**src/rtl/fetch_stage.sv**
```systemverilog
// fetch_stage: instruction-fetch stage of the ARM pipeline.
// Holds the PC, drives the combinational instruction ROM, and loads the
// fetched word plus PC+4 into the IF/ID pipeline register. The IF/ID
// instruction is also split into the fields used by control_unit and ID.
//
// Optional build macro: IF_PERF_CNT_EN
//   defined   -> saturating fetch_count / flush_count counters
//   undefined -> no counter registers, both count outputs tied to zero
//
// Handshake: there is no valid/ready pair here. LE=0 is a stall request
// from the hazard unit: PC and IF/ID hold. branch_taken=1 is a redirect
// from ID. It overrides a stall, flushes IF/ID to NOP_WORD and clears
// if_valid. if_valid=1 means that IF/ID holds a real instruction.
module fetch_stage #(
    parameter int                     PC_WIDTH    = 8,
    parameter int                     INSTR_WIDTH = 32,
    parameter int                     PC_STEP     = 4,
    parameter logic [INSTR_WIDTH-1:0] NOP_WORD    = '0,
    parameter int                     CNT_WIDTH   = 16
) (
    input  logic                   Clk,
    input  logic                   Clr,
    input  logic                   LE,
    input  logic                   branch_taken,
    input  logic [PC_WIDTH-1:0]    branch_target,
    input  logic [INSTR_WIDTH-1:0] rom_data,
    output logic [PC_WIDTH-1:0]    rom_addr,
    output logic [INSTR_WIDTH-1:0] I31_0,
    output logic [PC_WIDTH-1:0]    output_NextPC,
    output logic                   if_valid,
    output logic [3:0]             I31_28,
    output logic [3:0]             I19_16,
    output logic [3:0]             I15_12,
    output logic [3:0]             I3_0,
    output logic [11:0]            I11_0,
    output logic [23:0]            I23_0,
    output logic [1:0]             fetch_state,
    output logic [CNT_WIDTH-1:0]   fetch_count,
    output logic [CNT_WIDTH-1:0]   flush_count
);

    typedef enum logic [1:0] {
        RUN   = 2'b00,
        STALL = 2'b01,
        FLUSH = 2'b10
    } state_t;

    localparam logic [PC_WIDTH-1:0] STEP = PC_WIDTH'(PC_STEP);

    logic [PC_WIDTH-1:0]    pc_q;
    logic [INSTR_WIDTH-1:0] instr_q;
    logic [PC_WIDTH-1:0]    next_pc_q;
    logic                   valid_q;
    state_t                 state_q;

    logic [PC_WIDTH-1:0]    pc_plus;
    logic [PC_WIDTH-1:0]    target_aligned;
    logic                   do_flush;
    logic                   do_fetch;

    // Next sequential PC wraps modulo 2^PC_WIDTH; branch targets are forced word-aligned.
    always_comb begin
        pc_plus        = pc_q + STEP;
        target_aligned = {branch_target[PC_WIDTH-1:2], 2'b00};
        do_flush       = branch_taken;
        do_fetch       = !branch_taken && LE;
    end

    // PC, IF/ID register and fetch FSM: redirect beats stall, stall beats fetch.
    always_ff @(posedge Clk or posedge Clr) begin
        if (Clr) begin
            pc_q      <= '0;
            instr_q   <= NOP_WORD;
            next_pc_q <= '0;
            valid_q   <= 1'b0;
            state_q   <= RUN;
        end else if (do_flush) begin
            pc_q      <= target_aligned;
            instr_q   <= NOP_WORD;
            next_pc_q <= '0;
            valid_q   <= 1'b0;
            state_q   <= FLUSH;
        end else if (!LE) begin
            state_q   <= STALL;
        end else begin
            pc_q      <= pc_plus;
            instr_q   <= rom_data;
            next_pc_q <= pc_plus;
            valid_q   <= 1'b1;
            state_q   <= RUN;
        end
    end

`ifdef IF_PERF_CNT_EN
    logic [CNT_WIDTH-1:0] fetch_cnt_q;
    logic [CNT_WIDTH-1:0] flush_cnt_q;

    // Saturating performance counters for latched instructions and flushes.
    always_ff @(posedge Clk or posedge Clr) begin
        if (Clr) begin
            fetch_cnt_q <= '0;
            flush_cnt_q <= '0;
        end else begin
            if (do_fetch && (fetch_cnt_q != '1)) begin
                fetch_cnt_q <= fetch_cnt_q + 1'b1;
            end
            if (do_flush && (flush_cnt_q != '1)) begin
                flush_cnt_q <= flush_cnt_q + 1'b1;
            end
        end
    end

    assign fetch_count = fetch_cnt_q;
    assign flush_count = flush_cnt_q;
`else
    assign fetch_count = '0;
    assign flush_count = '0;
`endif

    assign rom_addr      = pc_q;
    assign I31_0         = instr_q;
    assign output_NextPC = next_pc_q;
    assign if_valid      = valid_q;
    assign fetch_state   = state_q;

    // The decoded fields are plain slices of the registered word, so they add no latency.
    assign I31_28 = instr_q[31:28];
    assign I19_16 = instr_q[19:16];
    assign I15_12 = instr_q[15:12];
    assign I3_0   = instr_q[3:0];
    assign I11_0  = instr_q[11:0];
    assign I23_0  = instr_q[23:0];

endmodule

```
**config.mk**
```make
export PLATFORM = sky130hd
export DESIGN_NAME = fetch_stage
export DESIGN_NICKNAME = d
export VERILOG_FILES = /design/src/rtl/fetch_stage.sv
export SDC_FILE = /design/constraint.sdc
export NUM_CORES = 1
export LEC_CHECK = 0
export BUFFER_PORTS_ARGS = -buffer_cell sky130_fd_sc_hd__buf_2
export CELL_PAD_IN_SITES_DETAIL_PLACEMENT = 1
export CELL_PAD_IN_SITES_GLOBAL_PLACEMENT = 1
export CORE_ASPECT_RATIO = 1.75
export CORE_MARGIN = 1.5
export CORE_UTILIZATION = 33
export CTS_BUF_LIST = sky130_fd_sc_hd__clkbuf_8
export DETAILED_ROUTE_END_ITERATION = 10
export HOLD_SLACK_MARGIN = 0.03
export PLACE_DENSITY_LB_ADDON = 0.2
export SYNTH_ARGS = -nofsm -noshare
export SYNTH_HDL_FRONTEND = slang
export SYNTH_SLANG_ARGS = --single-unit
```
**constraint.sdc**
```tcl
create_clock -name Clk -period 3 [get_ports Clk]
set_input_delay 0.15 -clock Clk [delete_from_list [all_inputs] [get_ports Clk]]
set_output_delay 0.15 -clock Clk [all_outputs]
set_load 0.02 [all_outputs]
```
==> summary.md <==
| Metric | Value |
|---|---|
| Status | finished clean |
| Clock-pin slew on the worst setup and hold paths | 90 ps |
| Worst hold path class | primary input to flip-flop |
| Antenna violations before repair | 0 |
| GP Congestion | 0.683 |
| Die Height | 122 um |
| Global-route usage over all layers | 12.8% |
| FF+latch count, synth | 48 |
| Row cnt | 43 |
| Syn Std Cell Area | 2660 sq um |
| Power Total | 1.51 mW |
| Seq/Total Area, Yosys | 45.2% |
| CP startpoint kind | flip-flop |
| Sum Neg Setup Slack | 0 ps |
| First-iteration detailed-routing DRC count | 106 |
| Relative slew slack | 32.0% |
| Root Buffer | clkbuf_8 |
| Layout cells sized above 1 | 44.1% |
| Post-Synthesis Cells | 262 |
| CP max stage cell | dfrtp_1 |
| FMAX | 736 MHz |
| Worst reg2reg startpoint | rom_addr[2] |
| P&R area growth vs syn | 12.5% |
| Ports | 179 |
| Core area | 7860 sq um |
| RSZ-0062 raised after global routing | false |
| Residual DRC | 0 |
| R2r endpoint | output_NextPC[6] |
| Die width | 70.9 um |
| Drt pass-1 iters | 4 |
| Final Instance Area | 2990 sq um |
| Placed instance area | 2900 sq um |
| Total CTS buffers | 5 |
| Worst path depth | 4 |
| H-tree Lvls | 2 |
| IO Port Bufs | 142 |
| Final WS setup | 1640 ps |
| CP Capture Type | flip-flop |
| Worst r2r path cells | 4 |
| CP bufs+invs | 0 |
| Reg-to-reg slack, setup | 1640 ps |
| Place WS | 1510 ps |
| Tmin final | 1360 ps |
| Final setup violation count | 0 |
| Critical path peak fanout | 6 |
| Slew @ Worst Pin | 1020 ps |
| Mapped Avg Cell Area | 10.2 sq um |
| Cts hold-fix bufs | 0 |
| Worst hold start | branch_target[4] |
| CP cell instances | ha_1 -> nand3_1 -> xor2_1 -> a211oi_1 |
| TritonCTS clock tree | done |
| Hold Crit Depth | 3 |
| Final Util | 38.1% |
| Vias in the first global route | 1763 |
| Yosys cell types | 23 |
| Worst path arrival time | 1570 ps |
| Total number of vias | 1895 |
| CP top delay family | flip-flops |
| VDD IR max | 0.000205 V |
| Clock Skew | 1.89 ps |
| Postcts setup bufs | 0 |
| Leak | 1.81 nW |
| Vias per cell | 4.34 |
| Avg WL per Cell | 12.9 um |
| Worst-skew pair later-pin latency | 300 ps |
| Hold EP | rom_addr[4] |
| Tcrit/Tclk final | 45.3% |
| Pwr dens | 505 nW/um^2 |
| Setup CP Type | flip-flop to flip-flop |
| Grt ovf | 0 |
| Gates resized, CTS repair | 0 |
| Post-route ant nets | 0 |
| First-pass GRT wire length | 8.75 mm |
| Largest stage delay, worst path | 490 ps |
| Antenna cells | 0 |
| Detail Placement HPWL | 4.15 mm |
| Initial Utilization | 33.9% |
| CTS Sinks | 48 |
| Die area | 8630 sq um |
| Largest net degree at the start of global routing | 49 |
| Hold Fails Final Rpt | 0 |
| Fin nets | 391 |
| Routed WL | 5.63 mm |
| Worst path required time | 3210 ps |
| Fin. max-slew vios | 0 |
| Clock Path Buffers | 2 |
| Ys Warns | 0 |
| Max Cap Viol | 0 |
cell usage after synthesis:
library cell	n	area, sq um
xor2_1	5	43.8
xnor2_1	2	17.5
nand3_2	1	10.0
nor2_1	42	158
buf_2	2	10.0
a311oi_1	1	8.76
buf_4	90	676
clkbuf_1	7	26.3
ha_1	1	12.5
buf_6	1	11.3
conb_1	1	3.75
o21ai_0	1	5.00
or3_1	2	12.5
a31oi_1	1	6.26
o21ai_1	6	30.0
nand4_1	2	12.5
nand3_1	1	5.00
nand2_1	7	26.3
dfrtp_1	48	1200
a211oi_1	4	30.0
inv_1	2	7.51
mux2i_1	34	340
and2_1	1	6.26
final cells by class:
class | instances | area (sq um)
fillers | 945 | 4860
flip-flops and latches | 48 | 1200
multi-input cells | 145 | 852
repair buffers | 144 | 726
well taps | 90 | 113
clock buffers | 6 | 82.6
clock inverters | 2 | 11.3
inverters | 2 | 7.51
worst max path at each step:
stage | from | slack [ps] | endpoint
CTS | rom_addr[2] | 1590 | output_NextPC[6]
global route | rom_addr[2] | 1490 | output_NextPC[6]
global placement | LE | 1530 | I31_0[9]
floorplan | rom_addr[4] | 1640 | output_NextPC[7]
finish | rom_addr[2] | 1640 | output_NextPC[6]
detailed placement | LE | 1510 | I31_0[24]
logic make-up (layout without fill, tap and decap cells):
| group | Yosys count | after routing | synth area share, % |
|---|---|---|---|
| AO/OA/AOI/OAI | 13 | 13 | 3.01 |
| AND/OR/NAND/NOR | 56 | 56 | 8.65 |
| flip-flops | 48 | 48 | 45.2 |
| XOR/XNOR | 7 | 7 | 2.30 |
| buffers and inverters | 102 | 154 | 27.5 |
| other | 1 | 34 | 0.141 |
| multiplexers | 34 | 34 | 12.8 |
| adder cells (fa/ha/maj) | 1 | 1 | 0.470 |
metrics by stage:
stage | hold WS [ps] | instances
floorplan | 181 | 295
global placement | 366 | 429
detailed placement | 371 | 429
CTS | 41.5 | 437
global route | 46.5 | 437
finish | 55.1 | 437
metal layers:
layer / GRT usage [%] / wire length (um) / vias to the layer above
li1: - / - / 883
met1: 14.3 / 1980 / 908
met2: 23.3 / 3090 / 98
met3: 2.65 / 458 / 6
met4: 5.31 / 103 / 0
met5: 0 / 0 / -
worst reg2reg max path: stages, from the launching register on:
cell and delay [ps]:
dfrtp_1 490, ha_1 290, nand3_1 110, xor2_1 160, a211oi_1 220
layout by cell type, fill, tap and decap left out:
cell | synthesis | layout
buf_2 | 2 | 142
inv_2 | 0 | 1
a311oi_1 | 1 | 1
clkbuf_8 | 0 | 6
xnor2_1 | 2 | 2
nand2_1 | 7 | 7
nand4_1 | 2 | 2
clkinvlp_4 | 0 | 1
nand3_1 | 1 | 1
a211oi_1 | 4 | 4
inv_1 | 2 | 2
nor2_1 | 42 | 42
or3_1 | 2 | 2
a31oi_1 | 1 | 1
buf_4 | 90 | 2
nand3_2 | 1 | 1
o21ai_0 | 1 | 1
o21ai_1 | 6 | 6
xor2_1 | 5 | 5
and2_1 | 1 | 1
ha_1 | 1 | 1
mux2i_1 | 34 | 34
conb_1 | 1 | 34
dfrtp_1 | 48 | 48
registers in the layout, indices dropped and copies added (netlist names):
name and cells:
I31_0 32, output_NextPC 7, fetch_state 2, if_valid 1, rom_addr 6
report_power, final:
group	total, mW	leakage, nW	switching [mW]	internal [mW]
combinational	0.379	1.14	0.256	0.124
sequential	0.731	0.626	0.0411	0.690
clock	0.400	0.0486	0.216	0.184
total	1.51	1.81	0.513	0.998
(Power assumes the default switching activity.)
